File: src/rtl/sensor_pkg.sv
//------------------------------------------------------------------------------
// Module   : sensor_pkg
// Purpose  : Shared constants for the sensor input-conditioning stage.
// Revision : 1.0 - initial release
//------------------------------------------------------------------------------
`default_nettype none

package sensor_pkg;
   localparam int CH_ARM                  = 0;
   localparam int CH_TRIGGER              = 1;
   localparam int CH_CONFIRM              = 2;
   localparam int DEFAULT_DEBOUNCE_CYCLES = 16;
   localparam int EVENT_COUNT_W           = 8;
endpackage

`default_nettype wire

File: src/rtl/debounce_channel.sv
//------------------------------------------------------------------------------
// Module   : debounce_channel
// Purpose  : One channel: 2-flop synchronizer, stability counter, level and
//            registered rise/fall pulses.
// Revision : 1.0 - initial release
//------------------------------------------------------------------------------
`default_nettype none

module debounce_channel #(
   parameter int DEBOUNCE_CYCLES = 16
) (
   input  logic clk,
   input  logic rst_n,
   input  logic raw_in,
   input  logic clear,
   output logic level_out,
   output logic rise_pulse,
   output logic fall_pulse,
   output logic busy,
   output logic rise_accept
);

   localparam int              CNT_W     = $clog2(DEBOUNCE_CYCLES);
   localparam logic [CNT_W-1:0] c_CNT_MAX = CNT_W'(DEBOUNCE_CYCLES - 1);

   logic             r_sync1;
   logic             r_sync2;
   logic             r_level;
   logic             r_rise;
   logic             r_fall;
   logic [CNT_W-1:0] r_cnt;

   logic w_mismatch;
   logic w_accept;

   assign w_mismatch = (r_sync2 != r_level);
   // clear overrides an accept landing on the same edge
   assign w_accept   = w_mismatch && (r_cnt == c_CNT_MAX) && !clear;

   always_ff @(posedge clk or negedge rst_n) begin
      if (!rst_n) begin
         r_sync1 <= 1'b0;
         r_sync2 <= 1'b0;
      end else begin
         r_sync1 <= raw_in;
         r_sync2 <= r_sync1;
      end
   end

   always_ff @(posedge clk or negedge rst_n) begin
      if (!rst_n) begin
         r_level <= 1'b0;
         r_rise  <= 1'b0;
         r_fall  <= 1'b0;
         r_cnt   <= '0;
      end else begin
         r_rise <= w_accept && r_sync2;
         r_fall <= w_accept && !r_sync2;
         if (w_accept) begin
            r_level <= r_sync2;
         end
         if (clear || !w_mismatch || w_accept) begin
            r_cnt <= '0;
         end else begin
            r_cnt <= r_cnt + 1'b1;
         end
      end
   end

   assign level_out   = r_level;
   assign rise_pulse  = r_rise;
   assign fall_pulse  = r_fall;
   assign busy        = (r_cnt != '0);
   assign rise_accept = w_accept && r_sync2;

endmodule

`default_nettype wire

File: src/rtl/sensor_debounce.sv
//------------------------------------------------------------------------------
// Module   : sensor_debounce
// Purpose  : Debounces the alarm sensor pins and counts trigger-channel rises.
// Revision : 1.0 - initial release
//------------------------------------------------------------------------------
`default_nettype none

module sensor_debounce
   import sensor_pkg::*;
#(
   parameter int DEBOUNCE_CYCLES = DEFAULT_DEBOUNCE_CYCLES,
   parameter int CHANNELS        = 3
) (
   input  logic                     clk,
   input  logic                     rst_n,
   input  logic [CHANNELS-1:0]      raw_in,
   input  logic                     clear,
   output logic [CHANNELS-1:0]      level_out,
   output logic [CHANNELS-1:0]      rise_pulse,
   output logic [CHANNELS-1:0]      fall_pulse,
   output logic                     busy,
   output logic [EVENT_COUNT_W-1:0] event_count
);

   logic [CHANNELS-1:0]      w_busy;
   logic [CHANNELS-1:0]      w_rise_accept;
   logic [EVENT_COUNT_W-1:0] r_event_count;
   logic                     w_unused;

   generate
      for (genvar i = 0; i < CHANNELS; i++) begin : g_channel
         debounce_channel #(
            .DEBOUNCE_CYCLES (DEBOUNCE_CYCLES)
         ) u_channel (
            .clk         (clk),
            .rst_n       (rst_n),
            .raw_in      (raw_in[i]),
            .clear       (clear),
            .level_out   (level_out[i]),
            .rise_pulse  (rise_pulse[i]),
            .fall_pulse  (fall_pulse[i]),
            .busy        (w_busy[i]),
            .rise_accept (w_rise_accept[i])
         );
      end
   endgenerate

   // Counted on the accept edge so the count moves together with rise_pulse[1]
   always_ff @(posedge clk or negedge rst_n) begin
      if (!rst_n) begin
         r_event_count <= '0;
      end else if (clear) begin
         r_event_count <= '0;
      end else if (w_rise_accept[CH_TRIGGER] && (r_event_count != '1)) begin
         r_event_count <= r_event_count + 1'b1;
      end
   end

   assign busy        = |w_busy;
   assign event_count = r_event_count;
   assign w_unused    = &{1'b0, w_rise_accept};

endmodule

`default_nettype wire

File: config.mk
export PLATFORM = sky130hd
export DESIGN_NAME = sensor_debounce
export DESIGN_NICKNAME = d
export VERILOG_FILES = /design/src/rtl/sensor_pkg.sv /design/src/rtl/debounce_channel.sv /design/src/rtl/sensor_debounce.sv
export SDC_FILE = /design/constraint.sdc
export NUM_CORES = 1
export LEC_CHECK = 0
export ABC_AREA = 1
export ABC_CLOCK_PERIOD_IN_PS = 1450
export CAP_MARGIN = 20
export CORE_UTILIZATION = 30
export CTS_BUF_LIST = sky130_fd_sc_hd__clkbuf_8
export DETAILED_ROUTE_END_ITERATION = 10
export GPL_ROUTABILITY_DRIVEN = 0
export HOLD_SLACK_MARGIN = 0.06
export PLACE_DENSITY = 0.49
export SYNTH_ARGS = -nofsm -noshare
export SYNTH_HDL_FRONTEND = slang
export SYNTH_SLANG_ARGS = --single-unit
File: constraint.sdc
create_clock -name clk -period 1.45 [get_ports clk]
set_input_delay 0.3625 -clock clk [delete_from_list [all_inputs] [get_ports clk]]
set_output_delay 0.3625 -clock clk [all_outputs]
set_load 0.05 [all_outputs]
==> results.yml <==
setup_path:
  path_common_cell: "inv_1"
  max_stage_delay_ns: 0.38
  required_ns: 1.09
  cp.arrival_ns: 1.38
  critPathLaunchType: "flip-flop"
  critPathTopFamily: "flip-flops"
  end_kind: "primary output"
  cp_max_fo: 2
  crit_chain: "inv_1 -> ha_1 -> inv_1 -> nor4_2 -> nand4_1 -> buf_6"
  critical_path_buf_inv_count: 3
  worstSetupPathType: "reg2out"
  cp_slowest_cell: "dfrtp_1"
  r2r_slack_ns: 0.03
yosys:
  yosysTopAreaCell: "dfrtp_1"
  synth_area_um2: 1670
  synthTopCellsByArea: "dfrtp_1 52%, nand2_1 7.8%, inv_1 7.0%"
  synth_nets: 202
  yosysUniqueCellTypes: 20
  synth_top_area_share: 0.523
  yosysSeqAreaShare: 0.523
  ys_ff_latch: 35
  yosysWarnings: 0
  syn_avg_cell_area_um2: 8.86
  synthCells: 189
power_and_ir_drop:
  p_leak_nw: 1.24
  power_density_nw_per_um2: 826
  total_power_mw: 2.00
  ir_drop_v: 0.000543
finish:
  drive_gt1_frac: 0.287
  layout_common_cells: "35 x nand2_1, 32 x dfrtp_1, 31 x inv_1, 23 x nor2_1, 19 x buf_4"
  multi_input_area_um2: 653
  mostFrequentLayoutCell: "nand2_1"
  area_delta_synth_final_pct: 44.6
  diodes: 0
  seqCellArea_um2: 880
  fill_cells: 528
  final_nets: 242
routing:
  firstDrtPassIters: 4
  drtAntennaViolNets: 0
  via_per_inst: 4.21
  vias: 1264
  totalWireLength_um: 3190
  wire_per_inst_um: 10.6
  drtIter0Drc: 55
  drc: 0
cts:
  cts_buffer_depth: 2
  cts_root_buf: "clkbuf_8"
  clkTransAtPathRegs_ns: 0.07
  cts_tree: "built"
  cts_sinks: 35
  h-tree-depth: 2
  hold_buffers: 0
  insertion_delay_ns: 0.29
  numCtsBuffers: 5
timing:
  min_period_ns: 1.74
  rsz0062_at_grt: "true"
  worst_pin_slew_ns: 0.297
  setup_viol: 1
  post-route-period-util: 1.20
  fmaxAchievable_mhz: 575
  drv_slew: 0
  fin_skew_ns: 0.00728
  final-hold-violation-count: 0
  fin_ws_ns: -0.288
  slew_headroom: 0.802
place:
  dp_slack_ns: -0.204
  numPortBuffers: 23
  post-dp-hpwl_um: 2310
die:
  placementRows: 26
  pin_count: 24
  initial_utilization: 0.320
  die-height_um: 76.7
  dieArea_um2: 5880
  dieWidth_um: 76.7
  core_area_um2: 5240
run_status:
  status: "complete, but fails checks"
  violations: "negative setup slack"
grt:
  grt_max_degree: 36
  grt_first_pass_wirelength_um: 5630
  grt_overflow_total: 0
  grt_antenna_before_repair: 0
  grtUsageTotal: 0.125
  grt_pass1_vias: 1233
flow_run:
  drv_cap: 0
hold_path:
  hp-class: "reg2reg"
==> through the flow <==
| stage | util | hold WS [ns] | std cells | TNS, ns | cell area (um^2) |
|---|---|---|---|---|---|
| 6_report | 0.462 | 0.351 | 300 | -0.288 | 2420 |
| 3_5_place_dp | 0.429 | 0.339 | 291 | -2.33 | 2240 |
| 4_1_cts | 0.452 | 0.356 | 299 | -0.328 | 2370 |
| 3_3_place_gp | 0.429 | 0.332 | 291 | -1.63 | 2240 |
| 5_1_grt | 0.462 | 0.358 | 300 | -1.04 | 2420 |
| 2_1_floorplan | - | 0.0669 | 189 | -0.185 | 1680 |
==> synth_stat cells <==
cell,instances
buf_4,9
ha_1,7
dfrtp_1,35
nand2_1,35
xnor2_1,2
nor4_1,1
nor3b_1,1
nor2_2,1
inv_1,31
o21ai_0,3
or2_2,2
buf_2,1
nand4_2,2
nand4_1,3
nor2_4,2
xor2_1,5
nor2_1,23
nand3_1,23
nand2_2,1
inv_2,2
==> state kept, by name, summed over array words and instances (netlist names) <==
signal	count
g_channel.u_channel.r_sync2	3
g_channel.u_channel.r_sync1	3
g_channel.u_channel.r_cnt	12
event_count	8
g_channel.u_channel.fall_pulse	3
g_channel.u_channel.rise_pulse	3
g_channel.u_channel.level_out	3
==> routing by layer <==
metal | GRT usage | routed length (um) | up-vias
met2 | 0.192 | 1500 | 25
li1 | - | - | 651
met1 | 0.158 | 1500 | 581
met4 | 0.0577 | 60 | 0
met3 | 0.0440 | 125 | 7
met5 | 0 | 0 | -
==> where the power goes <==
part	switching (mW)	internal, mW	total, mW
clock network	0.354	0.511	0.865
logic	0.0747	0.0543	0.129
registers	0.0125	0.992	1.00
==> cells by family (layout without fill, tap and decap cells) <==
logic type	after synthesis	in the layout	synth area share
flops	35	35	0.523
compound gates	3	3	0.00897
xor+xnor	7	7	0.0366
buf+inv	43	84	0.117
fa+ha+maj	7	7	0.0523
simple gates	94	94	0.262
==> cell type report <==
type / count / area share
Sequential cell: 35 / 0.363
Multi-Input combinational cell: 111 / 0.270
Timing Repair Buffer: 43 / 0.233
Inverter: 33 / 0.0512
Tap cell: 70 / 0.0362
Clock buffer: 5 / 0.0284
Clock inverter: 3 / 0.0181
==> worst paths after layout <==
| path | startpoint | endpoint | depth (start not counted) |
|---|---|---|---|
| worst max-delay path | g_channel[0].u_channel.r_cnt[0] | busy | 6 |
| worst min register to register | g_channel[0].u_channel.r_sync1 | g_channel[0].u_channel.r_sync2 | 0 |
| worst min-delay path | g_channel[0].u_channel.r_sync1 | g_channel[0].u_channel.r_sync2 | 0 |
| max in group asynchronous | rst_n | g_channel[1].u_channel.r_sync2 | 2 |
| worst max register to register | g_channel[1].u_channel.r_cnt[0] | event_count[4] | 7 |
| min in group asynchronous | rst_n | g_channel[2].u_channel.r_sync1 | 2 |
==> repair_timing <==
item / CTS / global route
setup endpoints to repair: 1 / 9
gates resized for setup: 2 / 9
setup buffers: 0 / 1
pin swaps: 1 / 13
hold endpoints to repair: 0 / 0
No activity file was read; power rests on OpenSTA's default activity.
